==> config.mk <==
export PLATFORM = sky130hd
export DESIGN_NAME = onehot_key_capture
export DESIGN_NICKNAME = d
export VERILOG_FILES = /design/src/rtl/onehot_key_pkg.sv /design/src/rtl/sync_2ff.sv /design/src/rtl/onehot_key_capture.sv
export SDC_FILE = /design/constraint.sdc
export NUM_CORES = 1
export LEC_CHECK = 0
export CAP_MARGIN = 30
export CORE_MARGIN = 2
export CORE_UTILIZATION = 31
export DETAILED_ROUTE_END_ITERATION = 8
export DONT_BUFFER_PORTS = 1
export PLACE_DENSITY_LB_ADDON = 0.3
export SKIP_CTS_REPAIR_TIMING = 1
export SLEW_MARGIN = 20
export SYNTH_ARGS = -nofsm -noshare
export SYNTH_HDL_FRONTEND = slang
export SYNTH_SLANG_ARGS = --single-unit
==> constraint.sdc <==
create_clock -name clk -period 12.5 [get_ports clk]
set_input_delay 2.5 -clock clk [delete_from_list [all_inputs] [get_ports clk]]
set_output_delay 2.5 -clock clk [all_outputs]
set_load 0.05 [all_outputs]
==> src/rtl/onehot_key_pkg.sv <==
// Shared types and helpers for the key-capture front-end.
// Holds the FSM state encoding and a width-aware single-bit-set test.
package onehot_key_pkg;

  typedef enum logic [1:0] {
    IDLE     = 2'd0,
    DEBOUNCE = 2'd1,
    HELD     = 2'd2
  } state_t;

  // Widest key vector popcount_is_one can inspect; callers zero-extend.
  localparam int MAX_KEYS = 64;

  function automatic logic popcount_is_one(input logic [MAX_KEYS-1:0] vec,
                                           input int                  width);
    int ones;
    ones = 0;
    for (int i = 0; i < MAX_KEYS; i++) begin
      if ((i < width) && vec[i]) ones++;
    end
    return (ones == 1);
  endfunction

endpackage

==> src/rtl/sync_2ff.sv <==
// Two-flop synchroniser for a vector of asynchronous inputs.
// Each bit is synchronised independently; q is two clocks behind d.
module sync_2ff #(
  parameter int WIDTH = 1
) (
  input  logic             clk,
  input  logic             rst,
  input  logic [WIDTH-1:0] d,
  output logic [WIDTH-1:0] q
);

  logic [WIDTH-1:0] s1;

  always_ff @(posedge clk or posedge rst) begin
    if (rst) begin
      s1 <= '0;
      q  <= '0;
    end else begin
      s1 <= d;
      q  <= s1;
    end
  end

endmodule

==> src/rtl/onehot_key_capture.sv <==
// Synchronises, debounces and qualifies raw key lines into a sticky one-hot
// code; multi-key presses are rejected with a single-cycle error strobe.
//
// state    | meaning
// ---------+-----------------------------------------------------------
// IDLE     | no key seen; waiting for any non-zero synced vector
// DEBOUNCE | candidate captured; counting consecutive identical samples
// HELD     | press committed or rejected; waiting for a stable release
module onehot_key_capture
  import onehot_key_pkg::*;
#(
  parameter int INPUTS   = 8,
  parameter int DEBOUNCE = 16
) (
  input  logic              clk,
  input  logic              rst,
  input  logic [INPUTS-1:0] keys_in,
  output logic [INPUTS-1:0] onehot_out,
  output logic              press_pulse,
  output logic              multi_err,
  output logic              busy
);

  localparam int             CNT_W    = $clog2(DEBOUNCE + 1);
  localparam logic [CNT_W-1:0] CNT_LAST = CNT_W'(DEBOUNCE - 1);

  logic [INPUTS-1:0] s2;

  sync_2ff #(
    .WIDTH(INPUTS)
  ) u_sync (
    .clk(clk),
    .rst(rst),
    .d  (keys_in),
    .q  (s2)
  );

  state_t            state, state_nxt;
  logic [INPUTS-1:0] cand, cand_nxt;
  logic [INPUTS-1:0] onehot_nxt;
  logic [CNT_W-1:0]  cnt, cnt_nxt;
  logic              press_nxt;
  logic              err_nxt;
  logic              key_down;
  logic              cand_match;
  logic              cnt_done;
  logic              cand_single;

  assign key_down    = |s2;
  assign cand_match  = (s2 == cand);
  assign cnt_done    = (cnt == CNT_LAST);
  assign cand_single = popcount_is_one(MAX_KEYS'(cand), INPUTS);

  always_comb begin
    state_nxt  = state;
    cand_nxt   = cand;
    cnt_nxt    = cnt;
    onehot_nxt = onehot_out;
    press_nxt  = 1'b0;
    err_nxt    = 1'b0;

    case (state)
      onehot_key_pkg::IDLE: begin
        if (key_down) begin
          cand_nxt  = s2;
          cnt_nxt   = '0;
          state_nxt = onehot_key_pkg::DEBOUNCE;
        end
      end

      onehot_key_pkg::DEBOUNCE: begin
        if (!key_down) begin
          state_nxt = onehot_key_pkg::IDLE;
        end else if (!cand_match) begin
          cand_nxt = s2;
          cnt_nxt  = '0;
        end else if (!cnt_done) begin
          cnt_nxt = cnt + CNT_W'(1);
        end else begin
          // Stable long enough: accept a lone key, reject chords.
          if (cand_single) begin
            onehot_nxt = cand;
            press_nxt  = 1'b1;
          end else begin
            err_nxt = 1'b1;
          end
          cnt_nxt   = '0;
          state_nxt = onehot_key_pkg::HELD;
        end
      end

      onehot_key_pkg::HELD: begin
        if (key_down) begin
          cnt_nxt = '0;
        end else if (!cnt_done) begin
          cnt_nxt = cnt + CNT_W'(1);
        end else begin
          state_nxt = onehot_key_pkg::IDLE;
        end
      end

      default: begin
        state_nxt = onehot_key_pkg::IDLE;
      end
    endcase
  end

  always_ff @(posedge clk or posedge rst) begin
    if (rst) begin
      state       <= onehot_key_pkg::IDLE;
      cand        <= '0;
      cnt         <= '0;
      onehot_out  <= '0;
      press_pulse <= 1'b0;
      multi_err   <= 1'b0;
      busy        <= 1'b0;
    end else begin
      state       <= state_nxt;
      cand        <= cand_nxt;
      cnt         <= cnt_nxt;
      onehot_out  <= onehot_nxt;
      press_pulse <= press_nxt;
      multi_err   <= err_nxt;
      busy        <= (state_nxt != onehot_key_pkg::IDLE);
    end
  end

endmodule

Word level (Yosys, flattened, before mapping)
Cells that the tools add are included.
{ "word_totals": {"regBits": 42, "in_bits": 10, "elab_cells": 70} }
{ "classes": {"add_sub_neg": 8, "eq_ne": 9, "n_mux": 36, "n_reduce_logical": 8} }
{ "op_table": {"columns": ["operator", "n"], "rows": [
  ["$mux W32", 7],
  ["$add A32 B2 Y32 const B", 6],
  ["$eq A32 B2 Y1 const B", 1],
  ["$mux W5", 6],
  ["$mux W8", 3],
  ["$pmux W8 S2", 1],
  ["$pmux W5 S3", 1],
  ["$mux W2", 6],
  ["$mux W1", 11],
  ["$eq A8 B8 Y1", 1],
  ["$reduce_and A4 Y1", 2],
  ["$reduce_or A8 Y1", 1],
  ["$ne A2 B2 Y1 const B", 3],
  ["$pmux W2 S3", 1],
  ["$add A5 B1 Y5 const B", 1],
  ["$eq A5 B4 Y1 const B", 1],
  ["$reduce_and A5 Y1", 1],
  ["$reduce_bool A2 Y1", 2],
  ["$ne A3 B3 Y1 const B", 1],
  ["$reduce_bool A3 Y1", 1],
  ["$add A1 B1 Y2 const B", 1],
  ["$eq A2 B1 Y1 const B", 1],
  ["$eq A2 B2 Y1 const B", 1],
  ["$logic_not A2 Y1", 1]
]} }

Longest topological paths before layout
Gate-level depths: netlist of the first run.
{ "logic_depth": {"ltp_word": 21, "mapped_depth": 22, "mapped_depth_nobuf": 21} }

Hierarchy
From an unflattened synthesis of the first run, not the netlist that was laid out.
{ "unflattened": {"hier_cells": 204, "area_unflattened_um2": 2302.2} }
{ "modules_own_cells": {"columns": ["mod", "instances", "cells_each", "area_per_inst_um2"], "rows": [
  ["onehot_key_capture", 1, 187, 1898.1],
  ["sync_2ff", 1, 17, 404.1]
]} }

Worst setup path after synthesis of the first run
Ideal clock, no wire load.
{ "synth_timing": {"path_type": "register to register", "start": "reg cand[0]", "end": "reg onehot_out[6]", "setup_time_ps": 125, "arrival_time_ps": 4727, "required_time_ps": 12375, "setup_slack_ps": 7648, "path_stages_with_launch": 22, "path_buffers": 1, "cell_sequence": "dfrtp_1 inv_1 ha_1 buf_4 xor2_1 ha_1 mux2_2 ha_1 mux2_2 ha_1 nor2b_1 a21oi_1 or2_2 ha_1 nand2b_1 o31a_1 ha_1 mux2_4 o22a_1 a211oi_4 nand3_4 mux2_4"} }
{ "synth_via": {"elab_chain_cells": 17, "elab_cells_between_ends": 18, "classes_between": "add/sub (7); eq/ne (2); mux (8); reduce/logical (1)"} }
{ "synth_lines": {"columns": ["item", "line", "rtl"], "rows": [
  ["start, declared", "onehot_key_capture.sv:39", "logic [INPUTS-1:0] cand, cand_nxt;"],
  ["start signal, assigned", "onehot_key_capture.sv:119", "cand <= cand_nxt;"],
  ["$mux W1", "onehot_key_pkg.sv:19", "if ((i < width) && vec[i]) ones++;"],
  ["$add A1 B1 Y2", "onehot_key_pkg.sv:19", null],
  ["$mux W32", "onehot_key_pkg.sv:19", null],
  ["$add A32 B2 Y32", "onehot_key_pkg.sv:19", null],
  ["$mux W32", "onehot_key_pkg.sv:19", null],
  ["$add A32 B2 Y32", "onehot_key_pkg.sv:19", null],
  ["$mux W32", "onehot_key_pkg.sv:19", null],
  ["$add A32 B2 Y32", "onehot_key_pkg.sv:19", null],
  ["$mux W32", "onehot_key_pkg.sv:19", null],
  ["$add A32 B2 Y32", "onehot_key_pkg.sv:19", null],
  ["$mux W32", "onehot_key_pkg.sv:19", null],
  ["$add A32 B2 Y32", "onehot_key_pkg.sv:19", null],
  ["$mux W32", "onehot_key_pkg.sv:19", null],
  ["$add A32 B2 Y32", "onehot_key_pkg.sv:19", null],
  ["$mux W32", "onehot_key_pkg.sv:19", null],
  ["$eq A32 B2 Y1", "onehot_key_pkg.sv:21", "return (ones == 1);"],
  ["$reduce_and A5 Y1 (no source line) *", null, null],
  ["end signal, assigned", "onehot_key_capture.sv:121", "onehot_out <= onehot_nxt;"],
  ["end, declared", "onehot_key_capture.sv:18", "output logic [INPUTS-1:0] onehot_out,"]
]} }
Every way passes the cells marked *; elsewhere a longest branch is shown, timed or not.
A chain may end at the register's enable or synchronous reset.

Worst setup path in the final report of the first run
{ "layout_timing": {"start": "reg cand[0]", "end": "reg onehot_out[5]"} }
Same word-level chain as after synthesis.

==> results by stage, run 1 <==
Global route:
- Global routing consumed, on the met3 layer, 2.92% of the routing resources.
- The first global-routing pass estimated 6680 um of wire.
- For this run the aggregate overflow at the end of global routing stands at 0.
- The number of antenna violations at the first check in global routing is 0.
- The largest net degree at the start of global routing is 43.
- The fraction of met1 tracks used by global routing is 13.5%.
- The global-route met2 utilization is 15.8%.
- After global routing, the most crowded layer is met2.
- In the global route stage, overall resource usage came out at 10.1%.
- The number of global-route vias before repair came to 1422.

Timing:
- For the pin with the worst max-slew slack, the measured transition is 0.681 ns.
- The relative max-transition margin is 54.4%.
- The period utilization is 41.4%.
- The final-layout setup total negative slack is 0 ns.
- The final hold violation count is 0.
- Setup violations remaining at the end of the flow were counted as 0.
- Setup repair after global routing left no endpoint under its margin.
- The clock period minus final worst setup slack is 5.17 ns.
- The highest attainable clock frequency is 0.193 GHz.
- For the final database, setup skew stands at 0.00884 ns.
- The final number of max-transition violations is 0.

Clock network:
- The tree is rooted in a sky130_fd_sc_hd__clkbuf_8.
- In this run, CTS created clock tree buffers numbering 5.
- TritonCTS built the clock tree.
- The clock net sink count is 42.
- The maximum root-to-sink buffer count is 2.
- The clock insertion delay at the later pin of the skew report is 0.29 ns.
- The number of H-tree levels is 2.
- After clock tree synthesis, the clock-pin slew on the worst setup and hold paths is 0.08 ns.

Synth:
- The number of warnings printed during yosys synthesis is 0.
- By instance count, the leading cell after synthesis is sky130_fd_sc_hd__dfrtp_1.
- The proportion of netlist area held by the largest area contributor is 45.3%.
- Of all flip-flops after synthesis, the portion carrying an async set or reset was 100%.
- For this run, the leading register cell type out of synthesis is sky130_fd_sc_hd__dfrtp_1.
- The number of flops mapped to enable cells by yosys is 0.
- The total nets after synthesis is 229.
- The XOR/XNOR share of the synthesized area is 8.41%.
- The simple logic cell fraction of the synthesized area is 13.9%.
- After synthesis, the largest family of logic cells by area is simple AND/OR/NAND/NOR gates.
- The cell accounting for the most synthesized area is sky130_fd_sc_hd__dfrtp_1.
- By count the netlist is led by sky130_fd_sc_hd__dfrtp_1 (42), sky130_fd_sc_hd__nand2_1 (22), sky130_fd_sc_hd__ha_1 (14).
- The synthesized design contains 42 register bits.
- The share of the Yosys chip area taken by registers is 45.3%.
- The post-synthesis area per instance is 11.3 um^2.
- The number of cells produced by synthesis is 205.
- The summed instance area of the synthesized netlist is 2320 um^2.
- The adder-cell share of the synthesized area is 7.55%.
- The number of different library cells used by synthesis comes to 45.
- The synthesized netlist devotes 10.7% of its cell area to compound gates.
- After synthesis, the cell types taking the most area are sky130_fd_sc_hd__dfrtp_1 (45%), sky130_fd_sc_hd__ha_1 (7.5%), sky130_fd_sc_hd__mux2_4 (5.8%).
- Measured against the total synthesized area, the mux share comes to 10.7%.

Detailed routing:
- After the first detailed-routing iteration, the DRC count stood at 80.
- The first detailed-routing pass took 4 iterations.
- The average vias per placed instance is 4.62.
- The DRC violation count after routing is 0.
- The routed wire length is 3880 um.
- The final route contains 1418 vias.
- The average wire per standard cell is 12.6 um.
- The count of nets left with antenna violations after detail routing is 0.

Worst hold path:
- The worst hold path depth is 0.
- The launch instance of the worst min-delay path is u_sync.s1[5].
- For hold timing, the worst endpoint is u_sync.q[5].
- The path class of the lowest-slack min-delay path is flip-flop to flip-flop.

Die:
- In this run the horizontal extent of the chip is 90.5 um.
- The area of the core region is 7250 um^2.
- The initial standard-cell utilization of the core is 32.0%.
- During I/O placement, the number of pins put on the boundary was 21.
- The number of rows in the core area is 31.
- The die covers 8190 um^2.
- The die extent in y is 90.5 um.

Finish:
- The antenna cell count is 0.
- The number of nets in the layout is 231.
- The proportion of layout cells with a drive suffix above 1 is 18.3%.
- The area growth from synthesis to layout is 7.82%.
- The fill cell total of the finished layout is 728.

Setup path:
- Data on the critical path is required at its endpoint by 12.68 ns.
- STA puts the critical path data arrival time at 5.35 ns.
- The worst setup slack for register-to-register paths is 7.33 ns.
- In this run the worst setup path begins at cand[0].
- The sort of element at the end of the critical path is a flip-flop.
- STA classifies the critical path startpoint as a flip-flop.
- The end of the worst register-to-register path is onehot_out[5].
- The launch point of the worst reg-to-reg path is cand[0].
- Along the worst path, the maximum fanout reaches 8.
- The number of cells on the worst reg-to-reg path is 21.
- The startpoint-to-endpoint class of the critical path is flip-flop to flip-flop.

Run status:
- The run finished with clean final reports.

Placement:
- The congestion estimate from routability-driven global placement came to 0.767.
- The estimated wirelength of the detail-placed design is 2850 um.
- The count of input and output buffers is 0.

Job:
- The count of maximum capacitance violations is 0.
==> layout by cell type, fill, tap and decap left out, drive strengths merged, types with 2 or more instances in the layout <==
cell type,netlist,layout
dfrtp,42,42
nand2,22,22
mux2,17,17
ha,14,14
o21ai,13,13
inv,11,10
xor2,10,10
a21oi,7,7
and3,6,6
nor2,6,6
xnor2,6,6
nand3,6,6
nand2b,5,5
clkbuf,1,5
nor4,4,4
or2,3,3
o221a,3,3
nor2b,3,3
a211oi,3,3
clkinv,0,3
a21boi,2,2
==> how the worst max path moves through the flow <==
stage | endpoint | depth (start not counted) | slack (ns)
after floorplan | onehot_out[6] | 21 | 7.65
after global placement | onehot_out[1] | 21 | 7.42
after detailed placement | onehot_out[2] | 21 | 7.35
after CTS | onehot_out[7] | 21 | 7.32
after global routing | onehot_out[6] | 21 | 7.04
final | onehot_out[5] | 21 | 7.33
==> layout make-up <==
class	instances	area, um^2	share of cell area (%)
Clock buffer	5	68.8	2.75
Clock inverter	3	21.3	0.850
Inverter	11	41.3	1.65
Multi-Input combinational cell	146	1190	47.5
Sequential cell	42	1050	42.0
Tap cell	99	124	4.95
Timing Repair Buffer	1	7.51	0.300
==> flip-flops by register name, indices dropped and copies added, names as in the netlist <==
register,flops
multi_err,1
cnt,5
onehot_out,8
cand,8
busy,1
u_sync.s1,8
press_pulse,1
state,2
u_sync.q,8
==> through the flow <==
stage          std cells  setup slack, ns  hold WS (ns)  util, %  instance area (um^2)
2_1_floorplan        205             7.65         0.331        -                  2320
3_3_place_gp         299             7.42         0.332     33.3                  2410
3_5_place_dp         299             7.35         0.335     33.3                  2410
4_1_cts              307             7.32         0.355     34.5                  2500
5_1_grt              307             7.04         0.362     34.5                  2500
6_report             307             7.33         0.352     34.5                  2500
==> worst max-delay path: stages, from the launching register on <==
cell                       delay (ns)
sky130_fd_sc_hd__dfrtp_1         0.42
sky130_fd_sc_hd__inv_1           0.09
sky130_fd_sc_hd__ha_1            0.40
sky130_fd_sc_hd__xor2_1          0.18
sky130_fd_sc_hd__ha_1            0.35
sky130_fd_sc_hd__mux2_2          0.29
sky130_fd_sc_hd__ha_1            0.31
sky130_fd_sc_hd__mux2_2          0.27
sky130_fd_sc_hd__ha_1            0.26
sky130_fd_sc_hd__nor2b_1         0.10
sky130_fd_sc_hd__a21oi_1         0.06
sky130_fd_sc_hd__or2_2           0.30
sky130_fd_sc_hd__ha_1            0.27
sky130_fd_sc_hd__nand2b_1        0.11
sky130_fd_sc_hd__o31a_1          0.17
sky130_fd_sc_hd__ha_1            0.18
sky130_fd_sc_hd__nand2_1         0.06
sky130_fd_sc_hd__mux2_4          0.26
sky130_fd_sc_hd__o22a_1          0.19
sky130_fd_sc_hd__a211oi_4        0.24
sky130_fd_sc_hd__nand3_4         0.21
sky130_fd_sc_hd__mux2_4          0.34
==> kinds of logic (layout without fill, tap and decap cells) <==
family,count (synthesis),after routing
AOI/OAI and AO/OA,36,36
DFF,42,42
xor gates and xnor gates,18,18
muxes,18,18
adders and majority gates,14,14
buffers and inverters,17,20
and+or+nand+nor,60,60
==> layer usage <==
| metal | up-vias | share of wire, % |
|---|---|---|
| li1 | 721 | - |
| met1 | 677 | 49 |
| met2 | 18 | 46 |
| met3 | 2 | 3.5 |
| met4 | 0 | 0.70 |
| met5 | - | 0 |
Power of run 1 is not shown: default switching activity piles up to over one toggle a cycle in this logic, so the estimate is an artifact.
==> inputs of run 2 (changes only) <==
- clock period: 12.5 -> 5 ns (I/O delays scaled with it)
==> run 2 against run 1 <==
Against the previous run:
- highest routed layer unchanged
- die area did not move
- critical endpoint unchanged
- hold slack got worse by 0.0040 ns
- critical path type unchanged
- maximum frequency rose by 7.6%
- core utilization rose by 2.7 points
- cell count rose by 3.3%
==> results by stage, run 2 (synthesis results as in run 1) <==
Run status:
- The run finished with clean final reports.

Die:
- The initial standard-cell utilization of the core came to 32.0% (unchanged).
- The area of the core region came to 7250 um^2 (unchanged).
- The I/O pin count was 21 (unchanged).
- The number of rows in the core area was 31 (unchanged).
- The die footprint is 8190 um^2 (unchanged).
- The die extent in y is 90.5 um (unchanged).
- The width of the die is 90.5 um (unchanged).

Global route:
- The number of antenna violations at the first check in global routing came to 0 (unchanged).
- The overall routing resource usage is 10.4% (+0.34 points).
- The wire length of the first global-routing pass is 6880 um (+3.0%).
- The largest net degree at the start of global routing is 43 (unchanged).
- The number of global-route vias before repair is 1476 (+3.8%).
- The total global routing overflow is 0 (unchanged).

Detailed routing:
- The number of iterations in the first detailed-routing pass was 4 (unchanged).
- The average vias per placed instance is 4.65 (+0.74%).
- The DRC violation count after routing is 0 (unchanged).
- The routed wire length came to 4070 um (+4.9%).
- The total via count in the routed design is 1475 (+4.0%).
- The number of violations reported at the end of detailed-routing iteration 0 came to 57 (-29%).
- The average wire per standard cell was 12.8 um (+1.6%).
- The count of nets left with antenna violations after detail routing is 0 (unchanged).

Worst hold path:
- In this run the worst hold path is classified as flip-flop to flip-flop.
- In this run the most critical hold path is launched from u_sync.s1[2].

Clock network:
- TritonCTS built the clock tree.
- The clock transition at the registers of the reported paths is 0.10 ns (+0.02 ns).
- The number of buffers added by the clock tree synthesis step was 5 (unchanged).
- The number of H-tree levels was 2 (unchanged).
- The clock insertion delay at the later pin of the skew report is 0.31 ns (+0.02 ns).
- The maximum root-to-sink buffer count is 2 (unchanged).
- The clock net sink count is 42 (unchanged).
- The root buffer cell is sky130_fd_sc_hd__clkbuf_8.

Setup path:
- The worst setup path is captured at a flip-flop.
- The worst path buffer plus inverter count is 1 (unchanged).
- The startpoint-to-endpoint class of the critical path is flip-flop to flip-flop.
- The launch point of the worst reg-to-reg path is cand[0].
- The category of the worst setup path launch point is a flip-flop.
- The required time of the worst setup path is 5.18 ns (-7.50 ns).
- The biggest fanout along the worst timing path was 8 (unchanged).
- The data arrival time of the critical path was 4.98 ns (-0.37 ns).
- The category of cells accounting for the largest share of critical-path delay is adder cells.
- The launch point of the critical path is cand[0].
- For this design, the slowest cell found on the critical path is sky130_fd_sc_hd__dfrtp_1.
- The critical path goes through inv_2 > ha_4 > xor2_1 > ha_1 > mux2_4 > ha_4 > mux2_2 > ha_4 > nor2b_4 > a21oi_2 > or2_4 > ha_1 > nand2b_4 > o31a_1 > ha_2 > nand2_1 > mux2_4 > o22a_1 > a211oi_4 > nand3_4 > mux2_4.
- The maximum cell stage delay along the critical path was 0.43 ns (about the same).

Timing:
- The period utilization is 96.1% (+55 points).
- The number of setup violations in the final report is 0 (unchanged).
- The relative max-transition margin is 53.9% (-0.53 points).
- The clock skew after layout is 0.0188 ns (+0.00997 ns).
- The clock period minus final worst setup slack came to 4.80 ns (-0.367 ns).
- The worst-margin pin slew was 0.689 ns (+0.00791 ns).
- The highest attainable clock frequency is 0.208 GHz (+7.6%).
- The final number of max-transition violations was 0 (unchanged).
- The final-layout setup total negative slack is 0 ns (unchanged).
- The final hold violation count is 0 (unchanged).

Finish:
- The number of nets in the layout is 241 (+4.3%).
- The final core utilization came to 37.2% (+2.7 points).
- Relative to the synthesized area, the layout overhead comes to 16.3%.
- The antenna cell count is 0 (unchanged).
- Leaving out fill and tap cells, the most frequent cell in the layout is sky130_fd_sc_hd__dfrtp_1.
- The post-route standard cell area excluding fillers is 2700 um^2 (+7.9%).
- The proportion of layout cells with a drive suffix above 1 is 27.5% (+9.3 points).
- The library cells used most frequently in the layout, excluding fill and tap cells, are sky130_fd_sc_hd__dfrtp_1 (42), sky130_fd_sc_hd__nand2_1 (22), sky130_fd_sc_hd__o21ai_0 (12).

Placement:
- The estimated wirelength of the detail-placed design is 2850 um (+0.27%).
- The global placer's final weighted congestion was 0.739 (-3.7%).
- The placed standard-cell area is 2430 um^2 (+0.93%).
- The count of input and output buffers was 0 (unchanged).

Job:
- The count of maximum capacitance violations is 0 (unchanged).
run 2: cell count changes in the layout (fill, tap and decap cells not counted), sizes merged:
cell	previous run	this run
clkinv	3	2
buf	1	11
bufinv	0	2
clkinvlp	1	0
run 2: worst paths after layout:
check / slack [ns] / cells past startpoint / end
max: 0.20 / 21 / onehot_out[5]
min: 0.35 / 0 / u_sync.q[2]
max reg2reg: 0.20 / 21 / onehot_out[5]
min reg2reg: 0.35 / 0 / u_sync.q[2]
max in group asynchronous: 3.93 / 2 / onehot_out[7]
min in group asynchronous: 0.69 / 2 / cand[4]
run 2: worst register-to-register path, cell delays in order, from the launching register on:
cell	delay, ns
sky130_fd_sc_hd__dfrtp_1	0.43
sky130_fd_sc_hd__inv_2	0.08
sky130_fd_sc_hd__ha_4	0.24
sky130_fd_sc_hd__xor2_1	0.14
sky130_fd_sc_hd__ha_1	0.29
sky130_fd_sc_hd__mux2_4	0.29
sky130_fd_sc_hd__ha_4	0.22
sky130_fd_sc_hd__mux2_2	0.28
sky130_fd_sc_hd__ha_4	0.22
sky130_fd_sc_hd__nor2b_4	0.11
sky130_fd_sc_hd__a21oi_2	0.05
sky130_fd_sc_hd__or2_4	0.24
sky130_fd_sc_hd__ha_1	0.27
sky130_fd_sc_hd__nand2b_4	0.11
sky130_fd_sc_hd__o31a_1	0.16
sky130_fd_sc_hd__ha_2	0.19
sky130_fd_sc_hd__nand2_1	0.05
sky130_fd_sc_hd__mux2_4	0.26
sky130_fd_sc_hd__o22a_1	0.20
sky130_fd_sc_hd__a211oi_4	0.29
sky130_fd_sc_hd__nand3_4	0.22
sky130_fd_sc_hd__mux2_4	0.34
run 2: stage by stage:
| step | std cells | hold slack [ns] | worst slack [ns] |
|---|---|---|---|
| after detailed placement | 302 | 0.335 | -0.0389 |
| after global routing | 317 | 0.361 | -0.0278 |
| after global placement | 302 | 0.332 | 0.0786 |
| after floorplan | 205 | 0.331 | 0.148 |
| final | 317 | 0.348 | 0.197 |
| after CTS | 310 | 0.355 | -0.0755 |
run 2: routing by layer:
layer	up-vias	global-route usage, %	routed length (um)
met5	-	0	0
met4	0	4.10	63
met3	6	2.75	131
met2	18	16.9	1910
met1	710	13.3	1970
li1	741	-	-
run 2: layout make-up:
class                   count  area (um^2)
fillers                   714         4550
multi-input cells         146         1260
flip-flops and latches     42         1050
well taps                  99          124
repair buffers             11         82.6
clock buffers               5         68.8
clock inverters             3         68.8
inverters                  11         41.3
Power of run 2 is left out for the same reason.
==> inputs of run 3 (changes only) <==
- CAP_MARGIN: 30 -> 20
- CTS_CLUSTER_DIAMETER: default -> 50
==> results of run 3 <==
Same layout as run 2: the final DEF is identical, and so are final timing and power.
Power of run 3 is left out for the same reason.
